$ cat src/rtl/sub_arb_pkg.sv
// -----------------------------------------------------------------------------
// sub_arb_pkg
// Shared definitions for the round-robin subtractor arbiter cluster.
//   state_t    : sequencer states (IDLE, CALC, RESP)
//   N_REQ_DEF  : default number of requesters
//   W_DEF      : default operand/result width
//   id_w()     : width of a requester index, clog2(N_REQ) with a floor of 1
// -----------------------------------------------------------------------------
package sub_arb_pkg;

    localparam int N_REQ_DEF = 4;
    localparam int W_DEF     = 5;

    typedef enum logic [1:0] {
        IDLE = 2'd0,
        CALC = 2'd1,
        RESP = 2'd2
    } state_t;

    // A single requester still needs a one-bit id field.
    function automatic int id_w(input int n);
        return (n <= 1) ? 1 : $clog2(n);
    endfunction

endpackage

$ cat src/rtl/sub_arbiter_if.sv
// -----------------------------------------------------------------------------
// sub_arbiter_if
// Bundles the requester-side handshake and the shared response bus.
//   req       : per-requester request level        (master -> slave)
//   a_in/b_in : packed operands, requester i at [i*W +: W] (master -> slave)
//   gnt       : one-hot grant pulse                (slave -> master)
//   D/Cout    : registered difference and carry    (slave -> master)
//   rsp_valid : response strobe                    (slave -> master)
//   rsp_id    : owner of the response              (slave -> master)
//   busy      : sequencer not idle                 (slave -> master)
// Modports: master = requester cluster, slave = arbiter.
// -----------------------------------------------------------------------------
interface sub_arbiter_if
    import sub_arb_pkg::*;
#(
    parameter int N_REQ = N_REQ_DEF,
    parameter int W     = W_DEF
);
    localparam int ID_W = id_w(N_REQ);

    logic [N_REQ-1:0]   req;
    logic [N_REQ*W-1:0] a_in;
    logic [N_REQ*W-1:0] b_in;
    logic [N_REQ-1:0]   gnt;
    logic [W-1:0]       D;
    logic               Cout;
    logic               rsp_valid;
    logic [ID_W-1:0]    rsp_id;
    logic               busy;

    modport master (
        output req, a_in, b_in,
        input  gnt, D, Cout, rsp_valid, rsp_id, busy
    );

    modport slave (
        input  req, a_in, b_in,
        output gnt, D, Cout, rsp_valid, rsp_id, busy
    );

endinterface

$ cat src/rtl/sub_core.sv
// -----------------------------------------------------------------------------
// sub_core
// Combinational W-bit subtractor: a ripple of full adders computing
// a + ~b + 1.
//   a, b : operands (minuend, subtrahend)
//   d    : difference modulo 2^W
//   cout : carry out of the top bit; 1 means no borrow (a >= b)
// -----------------------------------------------------------------------------
module sub_core #(
    parameter int W = 5
) (
    input  logic [W-1:0] a,
    input  logic [W-1:0] b,
    output logic [W-1:0] d,
    output logic         cout
);

    logic [W:0]   carry;
    logic [W-1:0] b_inv;

    // The +1 of the two's-complement negation enters as the carry-in.
    assign carry[0] = 1'b1;
    assign b_inv    = ~b;

    for (genvar i = 0; i < W; i++) begin : g_fa
        assign d[i]       = a[i] ^ b_inv[i] ^ carry[i];
        assign carry[i+1] = (a[i] & b_inv[i]) | (carry[i] & (a[i] ^ b_inv[i]));
    end

    assign cout = carry[W];

endmodule

$ cat src/rtl/sub_arbiter.sv
// -----------------------------------------------------------------------------
// sub_arbiter
// Round-robin arbiter and sequencer sharing one sub_core among N_REQ
// requesters. Each operation takes IDLE -> CALC -> RESP (3 cycles).
//   clk   : rising-edge clock
//   rst_n : asynchronous active-low reset
//   bus   : sub_arbiter_if.slave (req, a_in, b_in in; gnt, D, Cout,
//           rsp_valid, rsp_id, busy out)
// Build option SUB_ARB_SAT_EN: when defined, a borrowing subtraction
// (Cout=0) returns D=0 instead of the wrapped result; Cout is unchanged.
// -----------------------------------------------------------------------------
module sub_arbiter
    import sub_arb_pkg::*;
#(
    parameter int N_REQ = N_REQ_DEF,
    parameter int W     = W_DEF
) (
    input  logic            clk,
    input  logic            rst_n,
    sub_arbiter_if.slave    bus
);

    localparam int ID_W = id_w(N_REQ);

    state_t            state;
    state_t            state_next;
    logic              load;
    logic [ID_W-1:0]   ptr;
    logic [ID_W-1:0]   id_q;
    logic [ID_W-1:0]   win;
    logic              found;
    logic [W-1:0]      op_a;
    logic [W-1:0]      op_b;
    logic [N_REQ-1:0]  gnt_q;
    logic [W-1:0]      d_q;
    logic              cout_q;
    logic              rsp_valid_q;
    logic [ID_W-1:0]   rsp_id_q;
    logic [W-1:0]      core_d;
    logic              core_cout;
    logic [W-1:0]      d_next;

    sub_core #(.W(W)) u_core (
        .a    (op_a),
        .b    (op_b),
        .d    (core_d),
        .cout (core_cout)
    );

`ifdef SUB_ARB_SAT_EN
    assign d_next = core_cout ? core_d : '0;
`else
    assign d_next = core_d;
`endif

    // Round-robin search: first asserted request at or above ptr, wrapping.
    always_comb begin
        found = 1'b0;
        win   = '0;
        for (int k = 0; k < N_REQ; k++) begin
            if (!found && bus.req[(int'(ptr) + k) % N_REQ]) begin
                found = 1'b1;
                win   = ID_W'((int'(ptr) + k) % N_REQ);
            end
        end
    end

    always_ff @(posedge clk or negedge rst_n) begin
        if (!rst_n) begin
            state <= IDLE;
        end else begin
            state <= state_next;
        end
    end

    // Requests are only looked at in IDLE; CALC and RESP always advance.
    always_comb begin
        state_next = state;
        load       = 1'b0;
        case (state)
            IDLE: begin
                if (found) begin
                    state_next = CALC;
                    load       = 1'b1;
                end
            end
            CALC:    state_next = RESP;
            RESP:    state_next = IDLE;
            default: state_next = IDLE;
        endcase
    end

    // Operand capture, grant pulse, result registers and pointer update.
    // The pointer moves past the served requester only once its response
    // is out, so a reset during CALC leaves no trace of the operation.
    always_ff @(posedge clk or negedge rst_n) begin
        if (!rst_n) begin
            ptr         <= '0;
            id_q        <= '0;
            op_a        <= '0;
            op_b        <= '0;
            gnt_q       <= '0;
            d_q         <= '0;
            cout_q      <= 1'b0;
            rsp_valid_q <= 1'b0;
            rsp_id_q    <= '0;
        end else begin
            gnt_q       <= '0;
            rsp_valid_q <= 1'b0;
            if (load) begin
                op_a  <= bus.a_in[int'(win)*W +: W];
                op_b  <= bus.b_in[int'(win)*W +: W];
                id_q  <= win;
                gnt_q <= N_REQ'(1) << win;
            end
            if (state == CALC) begin
                d_q         <= d_next;
                cout_q      <= core_cout;
                rsp_valid_q <= 1'b1;
                rsp_id_q    <= id_q;
            end
            if (state == RESP) begin
                ptr <= (int'(id_q) == N_REQ - 1) ? '0 : id_q + 1'b1;
            end
        end
    end

    assign bus.gnt       = gnt_q;
    assign bus.D         = d_q;
    assign bus.Cout      = cout_q;
    assign bus.rsp_valid = rsp_valid_q;
    assign bus.rsp_id    = rsp_id_q;
    assign bus.busy      = (state != IDLE);

endmodule

$ cat src/flat_wrapper.sv
// flat-port wrapper written by rule: the top's interface ports become plain ports
module sub_arbiter_flat import sub_arb_pkg::*;
#(
    parameter int N_REQ = N_REQ_DEF,
    parameter int W     = W_DEF
)
  (clk, rst_n, bus_req, bus_a_in, bus_b_in, bus_gnt, bus_D, bus_Cout, bus_rsp_valid, bus_rsp_id, bus_busy);
  sub_arbiter_if #(.N_REQ(N_REQ), .W(W)) bus_i ();
  input  logic clk;
  input  logic rst_n;
  input wire logic [$bits(bus_i.req)-1:0] bus_req;
  input wire logic [$bits(bus_i.a_in)-1:0] bus_a_in;
  input wire logic [$bits(bus_i.b_in)-1:0] bus_b_in;
  output wire logic [$bits(bus_i.gnt)-1:0] bus_gnt;
  output wire logic [$bits(bus_i.D)-1:0] bus_D;
  output wire logic [$bits(bus_i.Cout)-1:0] bus_Cout;
  output wire logic [$bits(bus_i.rsp_valid)-1:0] bus_rsp_valid;
  output wire logic [$bits(bus_i.rsp_id)-1:0] bus_rsp_id;
  output wire logic [$bits(bus_i.busy)-1:0] bus_busy;
  assign bus_i.req = bus_req;
  assign bus_i.a_in = bus_a_in;
  assign bus_i.b_in = bus_b_in;
  assign bus_gnt = bus_i.gnt;
  assign bus_D = bus_i.D;
  assign bus_Cout = bus_i.Cout;
  assign bus_rsp_valid = bus_i.rsp_valid;
  assign bus_rsp_id = bus_i.rsp_id;
  assign bus_busy = bus_i.busy;
  sub_arbiter #(.N_REQ(N_REQ), .W(W)) u_core (.clk(clk), .rst_n(rst_n), .bus(bus_i));
endmodule
$ cat config.mk
export PLATFORM = sky130hd
export DESIGN_NAME = sub_arbiter_flat
export DESIGN_NICKNAME = d
export VERILOG_FILES = /design/src/rtl/sub_arb_pkg.sv /design/src/rtl/sub_arbiter_if.sv /design/src/rtl/sub_core.sv /design/src/rtl/sub_arbiter.sv /design/src/flat_wrapper.sv
export SDC_FILE = /design/constraint.sdc
export NUM_CORES = 1
export LEC_CHECK = 0
export BUFFER_PORTS_ARGS = -buffer_cell sky130_fd_sc_hd__buf_2
export CORE_MARGIN = 1
export CORE_UTILIZATION = 52
export CTS_CLUSTER_DIAMETER = 30
export DETAILED_ROUTE_END_ITERATION = 8
export GPL_ROUTABILITY_DRIVEN = 0
export MAX_ROUTING_LAYER = met4
export PLACE_DENSITY = 0.89
export SLEW_MARGIN = 20
export SYNTH_ARGS = -nofsm -noshare
export SYNTH_HDL_FRONTEND = slang
export SYNTH_SLANG_ARGS = --single-unit
export TNS_END_PERCENT = 5
$ cat constraint.sdc
create_clock -name clk -period 3.6 [get_ports clk]
set_input_delay 0.36 -clock clk [delete_from_list [all_inputs] [get_ports clk]]
set_output_delay 0.36 -clock clk [all_outputs]
set_load 0.005 [all_outputs]
==> run_results.csv, run 1 <==
group,metric,value,unit
clock_tree,cts_resized,0,
sta,slew_headroom,45.3,%
sta,rsz0062_at_grt,"no",
synthesis,synthCells,158,
final_layout,seqCellArea,726,µm²
synthesis,post-synth-top-count-cell,"dfrtp_1",
global_routing,overflow,0,
route,via_per_inst,5.67,
placed_design,placed_cell_area,1930,µm²
critical_path,reg2reg_from,"u_core.op_b[0]$_DFFE_PN0P_",
hold_path,hold_class,"in2async",
critical_path,cp_data_required_time,3.81,ns
critical_path,worstSetupPathType,"reg2reg",
floorplan,dieArea,3330,µm²
final_layout,fillers,250,
placed_design,place_inst,244,
sta,setup_viol,0,
sta,min_period,2.43,ns
floorplan,start_util,56.6,%
pwr,p_leak,0.00105,µW
synthesis,syn_avg_cell_area,10.2,µm²
global_routing,grt_usage,23.7,%
clock_tree,cts_buffers,5,
critical_path,worstPathCellList,"ha_1 > inv_1 > fa_1 > inv_1 > fa_1 > fa_1 > inv_1 > fa_1 > nand2_1 > nand2_1",
route,drcViolationCount,1,
final_layout,final_core_util,69.4,%
clock_tree,cts_buffer_depth,2,
floorplan,rows,19,
critical_path,worstReg2RegEnd,"u_core.bus.D[4]$_DFFE_PN0P_",
global_routing,grt_pass1_vias,1269,
final_layout,finalInstanceArea,1980,µm²
critical_path,worst_ep_arrival_time,2.64,ns
synthesis,synth_flop_cell,"dfrtp_1",
global_routing,grt_pass1_wl,5.71,mm
synthesis,yosysTopAreaCellShare,44.9,%
flow_run,max-cap-violations,0,
final_layout,multi_input_area,787,µm²
synthesis,ys_seq_elements,29,
floorplan,die_w,57.7,µm
floorplan,core,2850,µm²
sta,fmax,411,MHz
clock_tree,path_clk_slew,0.09,ns
route,firstDrtPassIters,6,
route,antenna_left,0,
final_layout,stdcell_count,251,
synthesis,synth_edf_count,0,
critical_path,crit_start,"u_core.op_b[0]$_DFFE_PN0P_",
global_routing,grt_max_degree,30,
synthesis,synth_top_cells_by_area,"dfrtp_1 (45%), a221oi_1 (8.1%), mux2i_1 (6.2%)",
synthesis,yosysWarnings,0,
synthesis,ys_seq_area_share,44.9,%
sta,slew_violations,0,
critical_path,cpMostUsedCell,"fa_1",
sta,timing.setup.tns,0,ns
critical_path,end_kind,"flop",
global_routing,antenna_found_initial,0,
synthesis,async_flop_share,100,%
final_layout,drive_gt1_share,35.5,%
synthesis,ys_types,34,
pwr,power.density,786,nW/µm²
critical_path,crit_path_start_kind,"flop",
synthesis,syn-num-nets,210,
floorplan,ios,60,
final_layout,antennaDiodeCount,0,
sta,post-route-period-util,67.5,%
run_status,violations,"DRC",
route,drt-initial-drc-count,38,
run_status,status,"finished with violations",
critical_path,r2r.worst_path.cells,10,
sta,hold_violations,0,
critical_path,max_stage_delay,0.44,ns
critical_path,ff2ff_setup_slack,1.17,ns
floorplan,fp.dieH,57.7,µm
placed_design,portBuffers,59,
route,wl_per_cell,13.9,µm
route,routed_wl,3.50,mm
synthesis,netlist_top_cells_count,"dfrtp_1 (29), nand2_1 (22), inv_1 (16)",
final_layout,fin_nets,272,
clock_tree,clock_latency,0.32,ns
placed_design,hpwl,2.68,mm
critical_path,cpMaxStageDelayCell,"fa_1",
clock_tree,cts-htree-levels,2,
clock_tree,post_cts_buffers,0,
pwr,ir_drop,0.472,mV
critical_path,critPathTopFamily,"adder cells",
sta,worst_clock_skew,0.00921,ns
clock_tree,ctsHoldBuffers,0,
critical_path,timing.critical_path.buf_inv,3,
synthesis,yosys.area.top_type,"dfrtp_1",
route,vias,1422,
clock_tree,cts_tree,"built",
clock_tree,cts.sinks,29,
clock_tree,cts_root_buffer,"clkbuf_4",
synthesis,netlist_area,1620,µm²
critical_path,path_max_fanout,2,
sta,worstMarginPinSlew,0.817,ns
final_layout,areaGrowthSynthToFinish,22.6,%
==> routing by layer <==
metal	wire (µm)	vias to the layer above	share of wire (%)	GRT usage, %
li1	-	683	-	-
met1	1490	673	43	30.6
met2	1710	60	49	37.5
met3	258	6	7.4	6.03
met4	34	0	0.97	6.46
met5	0	-	0	-
==> cell families after synthesis <==
group | synth area share, %
simple gates | 17.0
compound gates | 18.3
flops | 44.9
buf+inv | 6.35
mux | 6.89
fa+ha+maj | 6.51
==> worst max path at each step <==
stage | end | cells after the start
floorplan | u_core.bus.D[4]$_DFFE_PN0P_ | 10
global placement | u_core.bus.D[4]$_DFFE_PN0P_ | 10
detailed placement | u_core.bus.D[4]$_DFFE_PN0P_ | 10
CTS | u_core.bus.D[4]$_DFFE_PN0P_ | 10
global route | u_core.bus.D[4]$_DFFE_PN0P_ | 10
finish | u_core.bus.D[4]$_DFFE_PN0P_ | 10
==> worst reg2reg max path: stages, from the launching register on <==
cell and delay, ns:
dfrtp_1 0.39, ha_1 0.19, inv_1 0.07, fa_1 0.16, inv_1 0.05, fa_1 0.44, fa_1 0.42, inv_1 0.08
fa_1 0.38, nand2_1 0.07, nand2_1 0.05
==> sequential cells by signal, summed over array words and instances (netlist names), 2 cells and up <==
name and cells:
u_core.state 2, u_core.op_b 5, u_core.ptr 2, u_core.op_a 5, u_core.id_q 2, u_core.bus.gnt 4
u_core.bus.rsp_id 2, u_core.bus.D 5
==> metrics by stage <==
| stage | hold slack [ns] | power, µW | setup WS [ns] |
|---|---|---|---|
| 6_report | 0.0555 | 1560 | 1.17 |
| 5_1_grt | 0.0899 | 1700 | 1.02 |
| 4_1_cts | 0.0690 | 1570 | 1.15 |
| 3_5_place_dp | 0.417 | 1370 | 1.17 |
| 3_3_place_gp | 0.409 | 1340 | 1.22 |
| 2_1_floorplan | 0.0644 | 1140 | 1.26 |
==> power breakdown <==
| group | internal, µW | leakage (µW) | switching [µW] | total [µW] |
|---|---|---|---|---|
| clock network | 92.0 | 0.0000314 | 103 | 195 |
| registers | 481 | 0.000351 | 92.8 | 574 |
| logic | 338 | 0.000663 | 449 | 787 |
==> cell type report <==
type,count,area share [%]
Clock buffer,7,2.78
Inverter,17,3.22
Multi-Input combinational cell,106,39.7
Sequential cell,29,36.6
Tap cell,31,1.96
Timing Repair Buffer,61,15.7
==> layout by cell type (no fill, tap or decap), types with 3 or more instances in the layout <==
master and count:
buf_2 59, nand2_1 22, o21ai_0 5, nor2_1 10, nor2b_1 10, mux2i_1 10
fa_1 4, clkbuf_4 5, a211oi_1 5, a221oi_1 15, dfrtp_1 29, nor3_1 3
inv_1 16
No activity file was read; power rests on OpenSTA's default activity.
==> run 2, diff against run 1 <==
--- a/config.mk
+++ b/config.mk
@@ -5,14 +5,15 @@
 export SDC_FILE = /design/constraint.sdc
 export NUM_CORES = 1
 export LEC_CHECK = 0
+export ABC_AREA = 1
 export BUFFER_PORTS_ARGS = -buffer_cell sky130_fd_sc_hd__buf_2
 export CORE_MARGIN = 1
-export CORE_UTILIZATION = 52
+export CORE_UTILIZATION = 46
 export CTS_CLUSTER_DIAMETER = 30
 export DETAILED_ROUTE_END_ITERATION = 8
 export GPL_ROUTABILITY_DRIVEN = 0
 export MAX_ROUTING_LAYER = met4
-export PLACE_DENSITY = 0.89
+export PLACE_DENSITY = 0.82
 export SLEW_MARGIN = 20
 export SYNTH_ARGS = -nofsm -noshare
 export SYNTH_HDL_FRONTEND = slang
==> constraint.sdc (replaced) <==
create_clock -name clk -period 2.2 [get_ports clk]
set_input_delay 0.22 -clock clk [delete_from_list [all_inputs] [get_ports clk]]
set_output_delay 0.22 -clock clk [all_outputs]
set_load 0.005 [all_outputs]
==> run 2 against run 1 <==
Effect of this change: the flow finishes with violations (setup timing); cell count increased by 49%; sequential power increased by 68%; synthesized cell count increased by 65%; worst hold slack improved by 0.21 ns; utilization decreased by 7.6 points; clock-buffer cell count unchanged; register-to-register slack got worse by 1.2 ns; setup slack got worse by 1.2 ns.
==> run_results.csv, run 2 <==
group,metric,value,unit
sta,slew_violations,0,
sta,fmax,451,MHz
sta,hold_violations,0,
sta,rsz0062_at_grt,"yes",
flow_run,max-cap-violations,0,
route,wl_per_cell,10.6,µm
final_layout,antennaDiodeCount,0,
sta,post-route-period-util,101,%
synthesis,synth_top_family_by_area,"simple AND/OR/NAND/NOR gates",
critical_path,worstPathCellList,"ha_4 > inv_2 > fa_2 > inv_2 > fa_2 > fa_2 > inv_2 > fa_1 > nand2_1 > nand2_1",
synthesis,yosys.area_share.adder,5.75,%
synthesis,yosysTopAreaCellShare,39.7,%
run_status,violations,"setup timing",
synthesis,ys_seq_elements,29,
route,drcViolationCount,0,
critical_path,max_stage_delay,0.40,ns
sta,min_period,2.22,ns
critical_path,cp_data_required_time,2.37,ns
floorplan,ios,60,
pwr,ir_drop,0.951,mV
synthesis,async_flop_share,100,%
global_routing,antenna_found_initial,0,
critical_path,worstSetupPathType,"reg2reg",
synthesis,yosys.area.top_type,"dfrtp_1",
clock_tree,cts_buffers,5,
global_routing,grt_max_degree,30,
synthesis,ys_seq_area_share,39.7,%
synthesis,netlist_area,1830,µm²
synthesis,synthCells,261,
placed_design,portBuffers,59,
hold_path,hold_class,"in2reg",
critical_path,worst_ep_arrival_time,2.39,ns
synthesis,synthMuxAreaShare,0,%
critical_path,timing.critical_path.buf_inv,3,
sta,worst_clock_skew,0.00661,ns
floorplan,dieArea,4230,µm²
route,vias,1817,
critical_path,cpMaxStageDelayCell,"dfrtp_1",
final_layout,fin_nets,379,
pwr,power.density,1680,nW/µm²
synthesis,synth_edf_count,0,
clock_tree,path_clk_slew,0.06,ns
clock_tree,cts-htree-levels,2,
clock_tree,cts_buffer_depth,2,
route,firstDrtPassIters,4,
route,routed_wl,3.99,mm
sta,slew_headroom,58.5,%
critical_path,crit_start,"u_core.op_b[0]$_DFFE_PN0P_",
synthesis,syn_avg_cell_area,7.00,µm²
synthesis,yosysWarnings,0,
final_layout,layout_commonest_cell,"nand2_1",
synthesis,syn-num-nets,313,
synthesis,synth-simple-area-share,42.8,%
route,antenna_left,0,
global_routing,grt_pass1_wl,7.02,mm
run_status,status,"finished with violations",
pwr,p_leak,0.00132,µW
critical_path,end_kind,"flop",
placed_design,hpwl,3.04,mm
critical_path,crit_path_start_kind,"flop",
global_routing,grt_pass1_vias,1587,
floorplan,die_w,65.0,µm
synthesis,synth_flop_cell,"dfrtp_1",
synthesis,ys_types,28,
sta,worstMarginPinSlew,0.622,ns
synthesis,post-synth-top-count-cell,"nand2_1",
route,via_per_inst,4.85,
pwr,fin_total_pwr,3900,µW
hold_path,hp-start,"bus_a_in[8]",
critical_path,path_max_fanout,2,
floorplan,start_util,48.8,%
final_layout,drive_gt1_share,28.7,%
final_layout,areaGrowthSynthToFinish,26.6,%
synthesis,synth-compound-area-share,3.49,%
synthesis,synth-xor-area-share,0,%
clock_tree,cts_tree,"built",
critical_path,critPathTopFamily,"adder cells",
final_layout,final_core_util,61.8,%
clock_tree,cts_root_buffer,"clkbuf_8",
floorplan,core,3740,µm²
synthesis,netlist_top_cells_count,"nand2_1 (100), nand3_1 (36), dfrtp_1 (29)",
sta,timing.setup.tns,-0.0178,ns
global_routing,overflow,0,
route,drt-initial-drc-count,72,
final_layout,mostFrequentLayoutCells,"nand2_1 (100), buf_2 (59), nand3_1 (36)",
clock_tree,cts.sinks,29,
sta,setup_viol,1,
floorplan,rows,22,
synthesis,synth_top_cells_by_area,"dfrtp_1 (40%), nand2_1 (21%), nand3_1 (9.9%)",
global_routing,grt_usage,22.6,%
floorplan,fp.dieH,65.0,µm
sta,setup_slack,-0.0178,ns
critical_path,reg2reg_from,"u_core.op_b[0]$_DFFE_PN0P_",
clock_tree,clock_latency,0.28,ns
-- run 2: through the flow --
step / area, µm² / cells / hold WS, ns / worst slack, ns
after floorplan: 1830 / 261 / -0.0756 / 0.00113
after global placement: 2180 / 365 / 0.264 / -0.0357
after detailed placement: 2180 / 365 / 0.271 / -0.0727
after CTS: 2300 / 375 / 0.257 / -0.0115
after global routing: 2310 / 375 / 0.277 / -0.0749
final: 2310 / 375 / 0.261 / -0.0178
-- run 2: path summary, 6_finish.rpt --
path,slack (ns),cells after the start,endpoint
setup / recovery,-0.02,10,u_core.bus.D[4]$_DFFE_PN0P_
hold / removal,0.26,5,u_core.op_a[3]$_DFFE_PN0P_
setup reg to reg,-0.02,10,u_core.bus.D[4]$_DFFE_PN0P_
hold reg to reg,0.47,2,u_core.bus.D[1]$_DFFE_PN0P_
max in group asynchronous,1.26,2,u_core.ptr[0]$_DFFE_PN0N_
min in group asynchronous,0.49,2,u_core.bus.gnt[0]$_DFF_PN0_
-- run 2: logic make-up after synthesis --
group / count (synthesis)
flops: 29
compound gates: 12
buf+inv: 34
simple gates: 180
fa+ha+maj: 6
-- run 2: tightest hold or removal path, stage by stage --
cell	delay, ns
buf_2	0.07
nand2_1	0.04
nand2_1	0.05
nor2_1	0.04
nor2_1	0.08
-- run 2: layout make-up --
type                    instances  area (µm²)
inverters                      26         100
flip-flops and latches         29         727
clock buffers                   7        86.3
repair buffers                 67         370
fillers                       327        1430
well taps                      48        60.1
multi-input cells             198         971
-- run 2: metal layers --
metal	part of all wire, %	wire length (µm)	global-route usage (%)
met1	48	1930	31.1
met2	43	1720	31.9
met3	6.5	259	5.81
met4	1.8	72	8.42
met5	0	0	-
-- run 2: power by group --
part / internal [µW] / switching [µW] / leakage, µW
Clock: 247 / 188 / 0.0000443
Combinational: 961 / 1530 / 0.000923
Sequential: 804 / 164 / 0.000350
-- run 2: what timing repair did --
action | 4_1_cts | 5_1_grt
endpoints found under the hold margin | 29 | 0
pin swaps | 6 | 4
setup endpoints to repair | 2 | 14
gates resized for setup | 6 | 3
hold buffers | 1 | 0
buffers inserted | 2 | 0
==> run 3, diff against run 2 <==
--- a/config.mk
+++ b/config.mk
@@ -8,12 +8,12 @@
 export ABC_AREA = 1
 export BUFFER_PORTS_ARGS = -buffer_cell sky130_fd_sc_hd__buf_2
 export CORE_MARGIN = 1
-export CORE_UTILIZATION = 46
+export CORE_UTILIZATION = 50
 export CTS_CLUSTER_DIAMETER = 30
 export DETAILED_ROUTE_END_ITERATION = 8
 export GPL_ROUTABILITY_DRIVEN = 0
 export MAX_ROUTING_LAYER = met4
-export PLACE_DENSITY = 0.82
+export PLACE_DENSITY = 0.84
 export SLEW_MARGIN = 20
 export SYNTH_ARGS = -nofsm -noshare
 export SYNTH_HDL_FRONTEND = slang
==> constraint.sdc (replaced) <==
create_clock -name clk -period 2.1 [get_ports clk]
set_input_delay 0.21 -clock clk [delete_from_list [all_inputs] [get_ports clk]]
set_output_delay 0.21 -clock clk [all_outputs]
set_load 0.005 [all_outputs]
==> run 3 against run 2 <==
Effect of this change: the run still ends with setup timing left; worst hold slack worse by 0.075 ns; final area decreased by 2.8%; combinational power increased by 2%; fmax up 2.0%; critical endpoint unchanged; largest cell class unchanged; largest power group unchanged.
==> run_results.csv, run 3 (synthesized netlist as in run 2, its figures left out) <==
group,metric,value,unit
clock_tree,post_cts_buffers,0,
final_layout,layout_commonest_cell,"nand2_1",
critical_path,crit_path_start_kind,"flop",
floorplan,fp.dieH,62.5,µm
sta,setup_viol,2,
pwr,power.density,1740,nW/µm²
critical_path,cpMaxStageDelayCell,"dfrtp_1",
global_routing,grt_pass1_vias,1698,
clock_tree,cts_root_buffer,"clkbuf_4",
sta,setup_slack,-0.0738,ns
sta,fmax,460,MHz
final_layout,areaGrowthSynthToFinish,23.1,%
flow_run,max-cap-violations,0,
critical_path,worstSetupPathType,"reg2reg",
sta,worstMarginPinSlew,0.638,ns
final_layout,stdcell_count,369,
placed_design,hpwl,3.11,mm
pwr,combPwrFrac,65.4,%
placed_design,place_inst,361,
final_layout,fin_nets,375,
global_routing,grt_max_degree,30,
sta,slew_violations,0,
clock_tree,cts_buffers,5,
global_routing,antenna_found_initial,0,
floorplan,dieArea,3900,µm²
pwr,p_leak,0.00128,µW
route,wl_per_cell,11.4,µm
clock_tree,cts_buffer_depth,2,
pwr,ir_drop,1.05,mV
run_status,status,"finished with violations",
sta,rsz0062_at_grt,"yes",
critical_path,endpoint,"u_core.bus.D[4]$_DFFE_PN0P_",
placed_design,portBuffers,59,
critical_path,cp_data_required_time,2.32,ns
floorplan,die_w,62.5,µm
placed_design,post-place-ws,-0.0521,ns
clock_tree,cts.sinks,29,
clock_tree,path_clk_slew,0.09,ns
clock_tree,cts-htree-levels,2,
route,vias,1877,
critical_path,end_kind,"flop",
route,antenna_left,0,
sta,post-route-period-util,104,%
sta,worst_clock_skew,0.0119,ns
clock_tree,cts_tree,"built",
critical_path,max_stage_delay,0.39,ns
global_routing,grt_usage,24.9,%
critical_path,r2r.worst_path.cells,10,
critical_path,path_max_fanout,2,
sta,hold_violations,0,
critical_path,worstReg2RegEnd,"u_core.bus.D[4]$_DFFE_PN0P_",
final_layout,mostFrequentLayoutCells,"nand2_1 (98), buf_2 (59), nand3_1 (36)",
pwr,p_int,1910,µW
route,via_per_inst,5.09,
pwr,clkPwrFrac,8.8,%
final_layout,seqCellArea,727,µm²
global_routing,overflow,0,
floorplan,core,3420,µm²
route,drt-initial-drc-count,77,
route,firstDrtPassIters,4,
floorplan,start_util,53.5,%
sta,min_period,2.17,ns
final_layout,antennaDiodeCount,0,
route,drcViolationCount,0,
clock_tree,clock_latency,0.34,ns
floorplan,rows,21,
hold_path,hold_class,"in2reg",
critical_path,reg2reg_from,"u_core.op_b[0]$_DFFE_PN0P_",
final_layout,fillers,315,
run_status,violations,"setup timing",
pwr,p_sw_share,51.2,%
floorplan,ios,60,
critical_path,ff2ff_setup_slack,-0.07,ns
pwr,pwr-share-seq,25.9,%
critical_path,crit_start,"u_core.op_b[0]$_DFFE_PN0P_",
route,routed_wl,4.23,mm
pwr,netSwitchingPower,2000,µW
critical_path,worstPathCellList,"ha_2 > inv_2 > fa_2 > inv_2 > fa_2 > fa_2 > inv_2 > fa_1 > nand2_1 > nand2_1",
sta,slew_headroom,57.5,%
final_layout,drive_gt1_share,28.5,%
global_routing,grt_pass1_wl,7.36,mm
final_layout,multi_input_area,976,µm²
hold_path,hold_depth,5,
final_layout,final_core_util,65.9,%
critical_path,worst_ep_arrival_time,2.40,ns
## run 3: cell count changes in the layout (fill, tap and decap cells not counted), moves of 2 or more
cell	before	now
buf_4	6	1
clkbuf_4	0	5
clkbuf_8	6	1
buf_6	0	2
nand2_1	100	98
## run 3: critical path: cells and delay by family, from the launching register on
kind	cells	cell delay, ns
fa+ha+maj	5	1.40
buf+inv	3	0.16
flops	1	0.39
simple gates	2	0.12
## run 3: per-layer routing
layer | vias up | global-route usage (%) | part of all wire [%]
met1 | 853 | 31.2 | 46
met3 | 7 | 6.02 | 6.6
met4 | 0 | 9.01 | 1.3
li1 | 934 | - | -
met2 | 83 | 39.0 | 46
met5 | - | - | 0
## run 3: cell type report
| cell class | count | share of cell area [%] |
|---|---|---|
| multi-input combinational | 198 | 43.4 |
| sequential | 29 | 32.3 |
| timing repair buffer | 63 | 14.9 |
| inverter | 26 | 4.45 |
| tap | 46 | 2.56 |
| clock buffer | 7 | 2.45 |
## run 3: what timing repair did
| item | in CTS | in global routing |
|---|---|---|
| hold endpoints to repair | 29 | 0 |
| setup endpoints to repair | 8 | 16 |
| pin swaps | 0 | 1 |
| hold buffers | 1 | 0 |
| resized for setup | 2 | 7 |
## run 3: stage by stage
step	instance area [µm²]	total power, µW	TNS (ns)	hold WS (ns)
final	2250	3920	-0.0891	0.186
after global routing	2250	4400	-0.574	0.200
after CTS	2230	3820	-0.0953	0.187
after detailed placement	2160	3460	-0.0526	0.263
after global placement	2160	3380	-0.00309	0.255
after floorplan	1840	2940	0	-0.0856
## run 3: worst min-delay path by stage
| stage | end | slack, ns | start |
|---|---|---|---|
| 6_report | u_core.op_b[1]$_DFFE_PN0P_ | 0.19 | bus_b_in[6] |
| 5_1_grt | u_core.op_b[0]$_DFFE_PN0P_ | 0.20 | bus_b_in[15] |
| 4_1_cts | u_core.op_b[1]$_DFFE_PN0P_ | 0.19 | bus_b_in[6] |
| 3_5_place_dp | u_core.bus.Cout$_DFFE_PN0P_ | 0.26 | rst_n |
| 3_3_place_gp | u_core.bus.D[0]$_DFFE_PN0P_ | 0.26 | rst_n |
| 2_1_floorplan | u_core.bus.Cout$_DFFE_PN0P_ | -0.09 | rst_n |
## run 3: power by group through the flow
stage / Combinational [µW] / Clock (µW) / Sequential, µW
after floorplan: 1960 / 0 / 975
after global placement: 2380 / 0 / 999
after detailed placement: 2450 / 0 / 1010
after CTS: 2470 / 349 / 1010
after global routing: 2980 / 382 / 1040
final: 2560 / 345 / 1010
